$ cat src/rtl/nn_control.sv
// nn_control: training sequencer for the neural-network datapath.
// Walks each epoch through a training phase and a validation phase,
// issuing one-cycle fetch strobes (TR/VL) paced by arch_done, tallies
// validation hits, and strobes SW whenever validation accuracy improves.
module nn_control #(
  parameter int BITS = 16
) (
  input  logic            clk,
  input  logic            rst,
  input  logic            start,
  input  logic [BITS-1:0] TRAIN,
  input  logic [BITS-1:0] VALID,
  input  logic [BITS-1:0] EPOCH,
  input  logic            arch_done,
  input  logic            correct,
  output logic            TR,
  output logic            VL,
  output logic            SW,
  output logic            upd,
  output logic [BITS-1:0] epoch_cnt,
  output logic [BITS-1:0] best_correct,
  output logic            done
);

  typedef enum logic [2:0] {
    S_IDLE, S_TRAIN_ISSUE, S_TRAIN_WAIT, S_VAL_ISSUE,
    S_VAL_WAIT, S_EVAL, S_STORE, S_DONE
  } state_t;

  state_t          r_state;
  state_t          w_next;
  logic [BITS-1:0] r_train, r_valid, r_epochs;
  logic [BITS-1:0] r_sample_cnt, r_val_correct;
  logic [BITS-1:0] r_epoch_cnt, r_best;
  logic            r_tr, r_vl, r_sw, r_upd, r_done;
  logic            w_train_last, w_val_last, w_store;
  logic [BITS-1:0] w_epoch_inc;

  // First state of an epoch: skip empty phases.
  function automatic state_t phase_entry(input logic [BITS-1:0] tr,
                                         input logic [BITS-1:0] vl);
    if (tr != '0)      return S_TRAIN_ISSUE;
    else if (vl != '0) return S_VAL_ISSUE;
    else               return S_EVAL;
  endfunction

  assign w_train_last = (r_sample_cnt == r_train - BITS'(1));
  assign w_val_last   = (r_sample_cnt == r_valid - BITS'(1));
  assign w_store      = (r_epoch_cnt == '0) || (r_val_correct > r_best);
  assign w_epoch_inc  = r_epoch_cnt + BITS'(1);

  // Next-state selection; outputs are registered from this so they line up with the state.
  always_comb begin
    w_next = r_state;
    unique case (r_state)
      S_IDLE, S_DONE: begin
        if (start) w_next = (EPOCH == '0) ? S_DONE : phase_entry(TRAIN, VALID);
      end
      S_TRAIN_ISSUE: w_next = S_TRAIN_WAIT;
      S_TRAIN_WAIT: begin
        if (arch_done) begin
          if (w_train_last) w_next = (r_valid != '0) ? S_VAL_ISSUE : S_EVAL;
          else              w_next = S_TRAIN_ISSUE;
        end
      end
      S_VAL_ISSUE: w_next = S_VAL_WAIT;
      S_VAL_WAIT: begin
        if (arch_done) w_next = w_val_last ? S_EVAL : S_VAL_ISSUE;
      end
      S_EVAL: begin
        if (w_store)                    w_next = S_STORE;
        else if (w_epoch_inc == r_epochs) w_next = S_DONE;
        else                            w_next = phase_entry(r_train, r_valid);
      end
      // epoch_cnt was already advanced in EVAL, so compare it directly.
      S_STORE: begin
        if (r_epoch_cnt == r_epochs) w_next = S_DONE;
        else                         w_next = phase_entry(r_train, r_valid);
      end
      default: w_next = S_IDLE;
    endcase
  end

  // State, registered strobes and run counters.
  always_ff @(posedge clk) begin
    if (rst) begin
      r_state       <= S_IDLE;
      r_tr          <= 1'b0;
      r_vl          <= 1'b0;
      r_sw          <= 1'b0;
      r_upd         <= 1'b0;
      r_done        <= 1'b0;
      r_train       <= '0;
      r_valid       <= '0;
      r_epochs      <= '0;
      r_sample_cnt  <= '0;
      r_val_correct <= '0;
      r_epoch_cnt   <= '0;
      r_best        <= '0;
    end else begin
      r_state <= w_next;
      r_tr    <= (w_next == S_TRAIN_ISSUE);
      r_vl    <= (w_next == S_VAL_ISSUE);
      r_sw    <= (w_next == S_STORE);
      r_upd   <= (w_next == S_TRAIN_ISSUE) || (w_next == S_TRAIN_WAIT);
      r_done  <= (w_next == S_DONE);
      unique case (r_state)
        S_IDLE, S_DONE: begin
          if (start) begin
            r_train       <= TRAIN;
            r_valid       <= VALID;
            r_epochs      <= EPOCH;
            r_sample_cnt  <= '0;
            r_val_correct <= '0;
            r_epoch_cnt   <= '0;
            r_best        <= '0;
          end
        end
        S_TRAIN_WAIT: begin
          if (arch_done) r_sample_cnt <= w_train_last ? '0 : r_sample_cnt + BITS'(1);
        end
        S_VAL_WAIT: begin
          if (arch_done) begin
            r_val_correct <= r_val_correct + BITS'(correct);
            r_sample_cnt  <= w_val_last ? '0 : r_sample_cnt + BITS'(1);
          end
        end
        // When storing, the hit count is kept one more cycle so STORE can copy it.
        S_EVAL: begin
          r_epoch_cnt <= w_epoch_inc;
          if (!w_store) r_val_correct <= '0;
        end
        S_STORE: begin
          r_best        <= r_val_correct;
          r_val_correct <= '0;
        end
        default: ;
      endcase
    end
  end

  assign TR           = r_tr;
  assign VL           = r_vl;
  assign SW           = r_sw;
  assign upd          = r_upd;
  assign done         = r_done;
  assign epoch_cnt    = r_epoch_cnt;
  assign best_correct = r_best;

endmodule
$ cat config.mk
export PLATFORM = sky130hd
export DESIGN_NAME = nn_control
export DESIGN_NICKNAME = d
export VERILOG_FILES = /design/src/rtl/nn_control.sv
export SDC_FILE = /design/constraint.sdc
export NUM_CORES = 1
export LEC_CHECK = 0
export BUFFER_PORTS_ARGS = -buffer_cell sky130_fd_sc_hd__buf_2
export CAP_MARGIN = 40
export CELL_PAD_IN_SITES_DETAIL_PLACEMENT = 1
export CELL_PAD_IN_SITES_GLOBAL_PLACEMENT = 1
export CORE_UTILIZATION = 40
export CTS_CLUSTER_DIAMETER = 150
export DETAILED_ROUTE_END_ITERATION = 7
export GPL_TIMING_DRIVEN = 1
export HOLD_SLACK_MARGIN = 0.15
export PLACE_DENSITY_LB_ADDON = 0.1
export SETUP_SLACK_MARGIN = 0.2
export SYNTH_ARGS = -nofsm -noshare
export SYNTH_HDL_FRONTEND = slang
export SYNTH_SLANG_ARGS = --single-unit
$ cat constraint.sdc
create_clock -name clk -period 5.4 [get_ports clk]
set_clock_uncertainty 0.15 [all_clocks]
set_input_delay 0.54 -clock clk [delete_from_list [all_inputs] [get_ports clk]]
set_output_delay 0.54 -clock clk [all_outputs]
set_load 0.03 [all_outputs]
Word-level counts from Yosys, hierarchy flattened
Cells that the tools add are included.
Cells by class
  add/subtract/negate cells: 5
  magnitude comparators: 1
  eq/ne operators: 20
  muxes and demuxes: 25
  reductions and logical operators: 19
Operators by type and width (number)
  16-bit 2-to-1 mux: 7
  16-bit == test: 4
  16-bit case mux with 2 select lines: 2
  16-bit case mux with 4 select lines: 1
  16-bit nonzero test: 4
  16-bit case mux with 3 select lines: 1
  3-bit 2-to-1 mux: 13
  16-bit by 1-bit adder with 16-bit output, second input constant: 2
  16-bit zero test: 2
  16-bit by 1-bit subtractor with 16-bit output, second input constant: 2
  3-bit case mux with 7 select lines: 1
  3-bit == test, second input constant: 6
  16-bit by 1-bit adder with 16-bit output: 1
  16-bit > comparator: 1
  3-bit by 2-bit == test with 1-bit output, second input constant: 4
  2-bit != test, second input constant: 4
  4-bit AND reduction: 2
  3-bit by 1-bit == test with 1-bit output, second input constant: 2
  2-bit AND reduction: 3
  2-bit nonzero test: 2
  4-bit nonzero test: 1
  3-bit zero test: 1
  3-bit nonzero test: 1
  1-bit logical OR: 2
  2-bit OR reduction: 1
Storage, ports and cells
  register bits after elaboration: 120
  input port bits: 53
  output and inout bits: 37
  logic and storage cells: 83

Depth between registers and ports, before layout
  depth in word-level cells: 8
  mapped depth: 14
  gate-level depth less buffers: 11

Worst setup path after synthesis
OpenSTA, ideal clock, no wires.
  path kind: register -> register
  start: register r_valid[0]
  end: register r_upd, in the netlist upd
  setup time: 0.092 ns
  arrival time: 2.773 ns
  data required time: 5.158 ns
  slack: 2.385 ns
  stages on the path, launching flop included: 14
  path buffers: 2
  period minus slack after synthesis: 3.015 ns
  cell sequence: dfxtp_1 -> buf_2 -> inv_1 -> ha_1 -> buf_2 -> nor3b_2 -> nand4_1 -> xnor2_1 -> a311o_1 -> nand3_1 -> nor3_1 -> nor4_1 -> a211oi_4 -> nor4_1
On the way
  longest elaborated chain between the ends: 8
  elaborated cells on any way between the ends: 16
  those cells by class: add/sub (1); eq/ne (3); mux (10); reduce/logical (2)
RTL lines
  start: declaration: RTL line 32  | logic [BITS-1:0] r_train, r_valid, r_epochs;
  start signal: assignment: RTL line 94  | r_valid <= '0;
  start signal: assignment: RTL line 111  | r_valid <= VALID;
  branches (longest 5 deep; another with 16-bit by 1-bit subtractor with 16-bit output)
  3-bit case mux with 7 select lines (*): RTL line 55  | unique case (r_state)
  3-bit by 1-bit == test with 1-bit output or 3-bit by 2-bit == test with 1-bit output (tied branches): RTL line 105  | r_upd <= (w_next == S_TRAIN_ISSUE) || (w_next == S_TRAIN_WAIT);
  1-bit logical OR (*): RTL line 105
  end signal: assignment: RTL line 105
  end: declaration: RTL line 35  | logic r_tr, r_vl, r_sw, r_upd, r_done;
Mark *: on every way between the ends.
A chain may end at the register's enable or synchronous reset.

Worst setup path after layout
  start: register r_train[0]
  end: register r_sample_cnt[4]
On the way
  longest elaborated chain between the ends: 5
RTL lines
  start: declaration: RTL line 32
  start signal: assignment: RTL line 93  | r_train <= '0;
  start signal: assignment: RTL line 110  | r_train <= TRAIN;
  16-bit by 1-bit subtractor with 16-bit output: RTL line 47  | assign w_train_last = (r_sample_cnt == r_train - BITS'(1));
  16-bit == test: RTL line 47
  16-bit 2-to-1 mux (2 in series): RTL line 120  | if (arch_done) r_sample_cnt <= w_train_last ? '0 : r_sample_cnt + BITS'(1);
  16-bit case mux with 3 select lines: RTL line 107  | unique case (r_state)
  end signal: assignment: RTL line 120
  end signal: assignment: RTL line 125  | r_sample_cnt <= w_val_last ? '0 : r_sample_cnt + BITS'(1);
  end: declaration: RTL line 33  | logic [BITS-1:0] r_sample_cnt, r_val_correct;
No other way between the ends. The select of a mux whose other input is x is not followed.

==> reports/qor.yml <==
run_status:
  status: "complete, no violations"
place:
  gp_congestion: 0.823
  dp_hpwl_um: 17100
  portBuffers: 89
final_layout:
  area_growth_pct: 14.0
  antenna_cells: 0
  fin_nets: 1121
  drive_above_1_share_pct: 14.5
global_route:
  grt.overflow.total: 0
  grt_max_degree: 59
  grtUsageTotal_pct: 24.6
  grt_pass1_vias: 7407
  antenna_found_initial: 0
  grt_pass1_wl_um: 38200
clock_tree:
  cts-htree-levels: 4
  post_cts_resized: 0
  clock_latency_ps: 420
  clk_pin_slew_ps: 60
  hold_buffers: 0
  post-cts-setup-buffers: 0
  cts_tree: "done"
  cts_buffers: 17
  cts_max_path_buffers: 2
  cts_sinks: 120
  root_buffer: "clkbuf_16"
sta:
  worst_pin_slew_ps: 826
  rsz0062_at_grt: "false"
  finalSetupViolations: 0
  period_share_pct: 64.9
  final_max_slew_viol_count: 0
  fin_crit_ps: 3500
  tns_ps: 0
  fmax_mhz: 285
  relSlewSlack_pct: 44.4
  hold_viol: 0
drt:
  avgRoutedWirePerCell_um: 18.0
  drtPass1Iterations: 4
  vias: 7330
  wl_um: 23100
  dr.first_iter.drc_count: 300
  route.detailed.drc: 0
  ant_nets: 0
  via_per_inst: 5.70
critical_path:
  crit_buf_inv: 1
  r2r_end: "r_sample_cnt[4]"
  rrSetupSlack_ps: 1900
  cpPeakStageDelay_ps: 530
  worstSetupPathType: "flip-flop to flip-flop"
  cp_max_fo: 14
  crit_chain: "inv_1, ha_1, nor3b_2, and3_1, xnor2_1, a211o_1, a22o_1, o311ai_1, a21oi_1, o21bai_2, nor2_1"
  cp_slowest_cell: "o21bai_2"
  cpLargestDelayFamily: "compound AO/OA/AOI/OAI gates"
  reg2reg_from: "r_train[0]"
  worst_r2r_path_depth: 11
  worst-path-stages: 11
  startpoint_type: "flip-flop"
  cp_data_required_time_ps: 5520
  crit_end: "r_sample_cnt[4]"
  cp-startpoint: "r_train[0]"
  cp-end-kind: "flip-flop"
  critPathArrivalTime_ps: 3620
yosys:
  yosysSeqAreaShare_pct: 31.7
  syn_nets: 1082
  ys_seq_elements: 120
  synth_edf_count: 0
  yosys.area_share.adder_pct: 3.80
  synth.mux.area_fraction_pct: 0.529
  synth_xor_area_share_pct: 10.6
  synth.area.top_cells: "dfxtp_1 32%, nand2_1 7.4%, a21oi_1 6.4%"
  async_reset_ff_share_pct: 0
  yosys.area.top_type: "dfxtp_1"
  synth_flop_cell: "dfxtp_1"
  synth_top_family_by_area: "simple AND/OR/NAND/NOR gates"
  synth_area_um2: 7570
  synth_compound_area_share_pct: 15.2
  ys_types: 74
  synth_cells: 1006
  synth_top_area_share_pct: 31.7
  yosysWarnings: 0
  synth-simple-area-share_pct: 31.7
  avgSynthCellArea_um2: 7.52
pwr:
  comb_power_share_pct: 39.1
  intPower_mw: 2.37
  clkPwrFrac_pct: 30.4
  fin_total_pwr_mw: 3.95
  ir_drop_mv: 0.237
  swShare_pct: 39.9
  p_seq_share_pct: 30.5
  p_leak_nw: 3.20
  p_sw_mw: 1.57
  power_density_nw_per_um2: 457
hold_path:
  holdCritPathClass: "input pin to flip-flop"
  hold_start: "TRAIN[14]"
die:
  die_w_um: 140
  io_pins: 90
  fp.dieH_um: 140
  initial_core_util_pct: 41.4
  fp-row-count: 49
  die_area_um2: 19500
  core_area_um2: 18300
flow_run:
  cap_violations: 0
-- power by group through the flow --
stage | sequential [mW] | combinational (mW) | clock (mW)
2_1_floorplan | 1.12 | 1.25 | 0
3_3_place_gp | 1.22 | 1.50 | 0
3_5_place_dp | 1.22 | 1.53 | 0
4_1_cts | 1.20 | 1.55 | 1.22
5_1_grt | 1.23 | 1.72 | 1.26
6_report | 1.20 | 1.54 | 1.20
-- synth_stat cells, types with 5 or more instances --
cell type / count
dfxtp_1: 120
o211ai_1: 9
nor4b_1: 5
a21oi_1: 97
or2_2: 7
xor2_1: 37
and3_1: 8
nor2_1: 97
ha_1: 23
inv_1: 38
buf_4: 5
or4_1: 5
buf_2: 13
a31oi_1: 9
o31ai_1: 5
nand3_1: 60
nand4_1: 41
a211oi_1: 6
nand2_1: 149
or3_1: 8
nand2b_1: 9
a21o_1: 6
and4_1: 6
clkbuf_1: 51
nor3_1: 19
nor4_1: 28
xnor2_1: 53
o21ai_0: 14
-- worst min path at each step --
stage                    to  slack, ps  cells past startpoint
2_1_floorplan  r_epochs[11]        300                      2
3_3_place_gp    r_epochs[6]        310                      2
3_5_place_dp    r_epochs[6]        320                      2
4_1_cts         r_train[14]        210                      3
5_1_grt          r_valid[7]        220                      3
6_report        r_train[14]        220                      3
-- cell usage in the layout (no fill, tap or decap), drive strengths merged, types with 7 or more instances in the layout --
cell type,netlist,routed
a211oi,7,7
a21oi,97,97
a31oi,9,9
and3,9,9
buf,23,94
clkbuf,51,24
dfxtp,120,120
ha,23,23
inv,38,38
nand2,149,149
nand2b,9,9
nand3,60,60
nand4,41,41
nor2,97,97
nor3,20,20
nor3b,7,7
nor4,33,33
o211ai,9,9
o21ai,16,16
or2,8,8
or3,8,8
xnor2,53,53
xor2,38,38
-- kinds of logic (layout without fill, tap and decap cells) --
logic type	after synthesis	count (layout)
and+or+nand+nor	473	473
AOI/OAI and AO/OA	183	183
DFF	120	120
buffers and inverters	112	163
xor gates and xnor gates	91	91
adders and majority gates	23	23
muxes	4	4
-- state kept, by name, indices dropped and copies added, names as in the netlist, 3 cells and up --
register       flops
r_epochs          16
r_sample_cnt      16
r_valid           16
r_train           16
r_val_correct     16
r_state            3
best_correct      16
epoch_cnt         16
-- metal layers --
layer | part of all wire, % | vias to the layer above | track usage (%)
met4 | 1.1 | 0 | 5.73
met5 | 0 | - | 0
met3 | 2.4 | 26 | 4.37
li1 | - | 3621 | -
met1 | 48 | 3581 | 31.7
met2 | 49 | 102 | 42.6
-- final cells by class --
type / count / area [µm²]
Multi-Input combinational cell: 774 / 4690
Clock inverter: 7 / 115
Sequential cell: 120 / 2400
Clock buffer: 24 / 502
Tap cell: 229 / 287
Timing Repair Buffer: 94 / 495
Fill cell: 2299 / 9640
Inverter: 38 / 143
-- per-stage QoR --
step	setup slack [ps]	instances	utilization, %	instance area (µm²)	hold slack [ps]
floorplan	2390	1006	-	7570	298
global placement	2100	1254	43.7	7990	313
detailed placement	1890	1255	43.9	8010	324
CTS	1840	1286	47.2	8630	211
global route	1620	1286	47.2	8630	222
finish	1900	1286	47.2	8630	223
-- worst reg2reg max path, cell delays in order, from the launching register on --
cell      delay (ps)
dfxtp_1          360
inv_1             80
ha_1             250
nor3b_2          460
and3_1           280
xnor2_1           80
a211o_1          320
a22o_1           250
o311ai_1         320
a21oi_1          180
o21bai_2         530
nor2_1           120
Note: power is estimated with default switching activity, not from simulation.
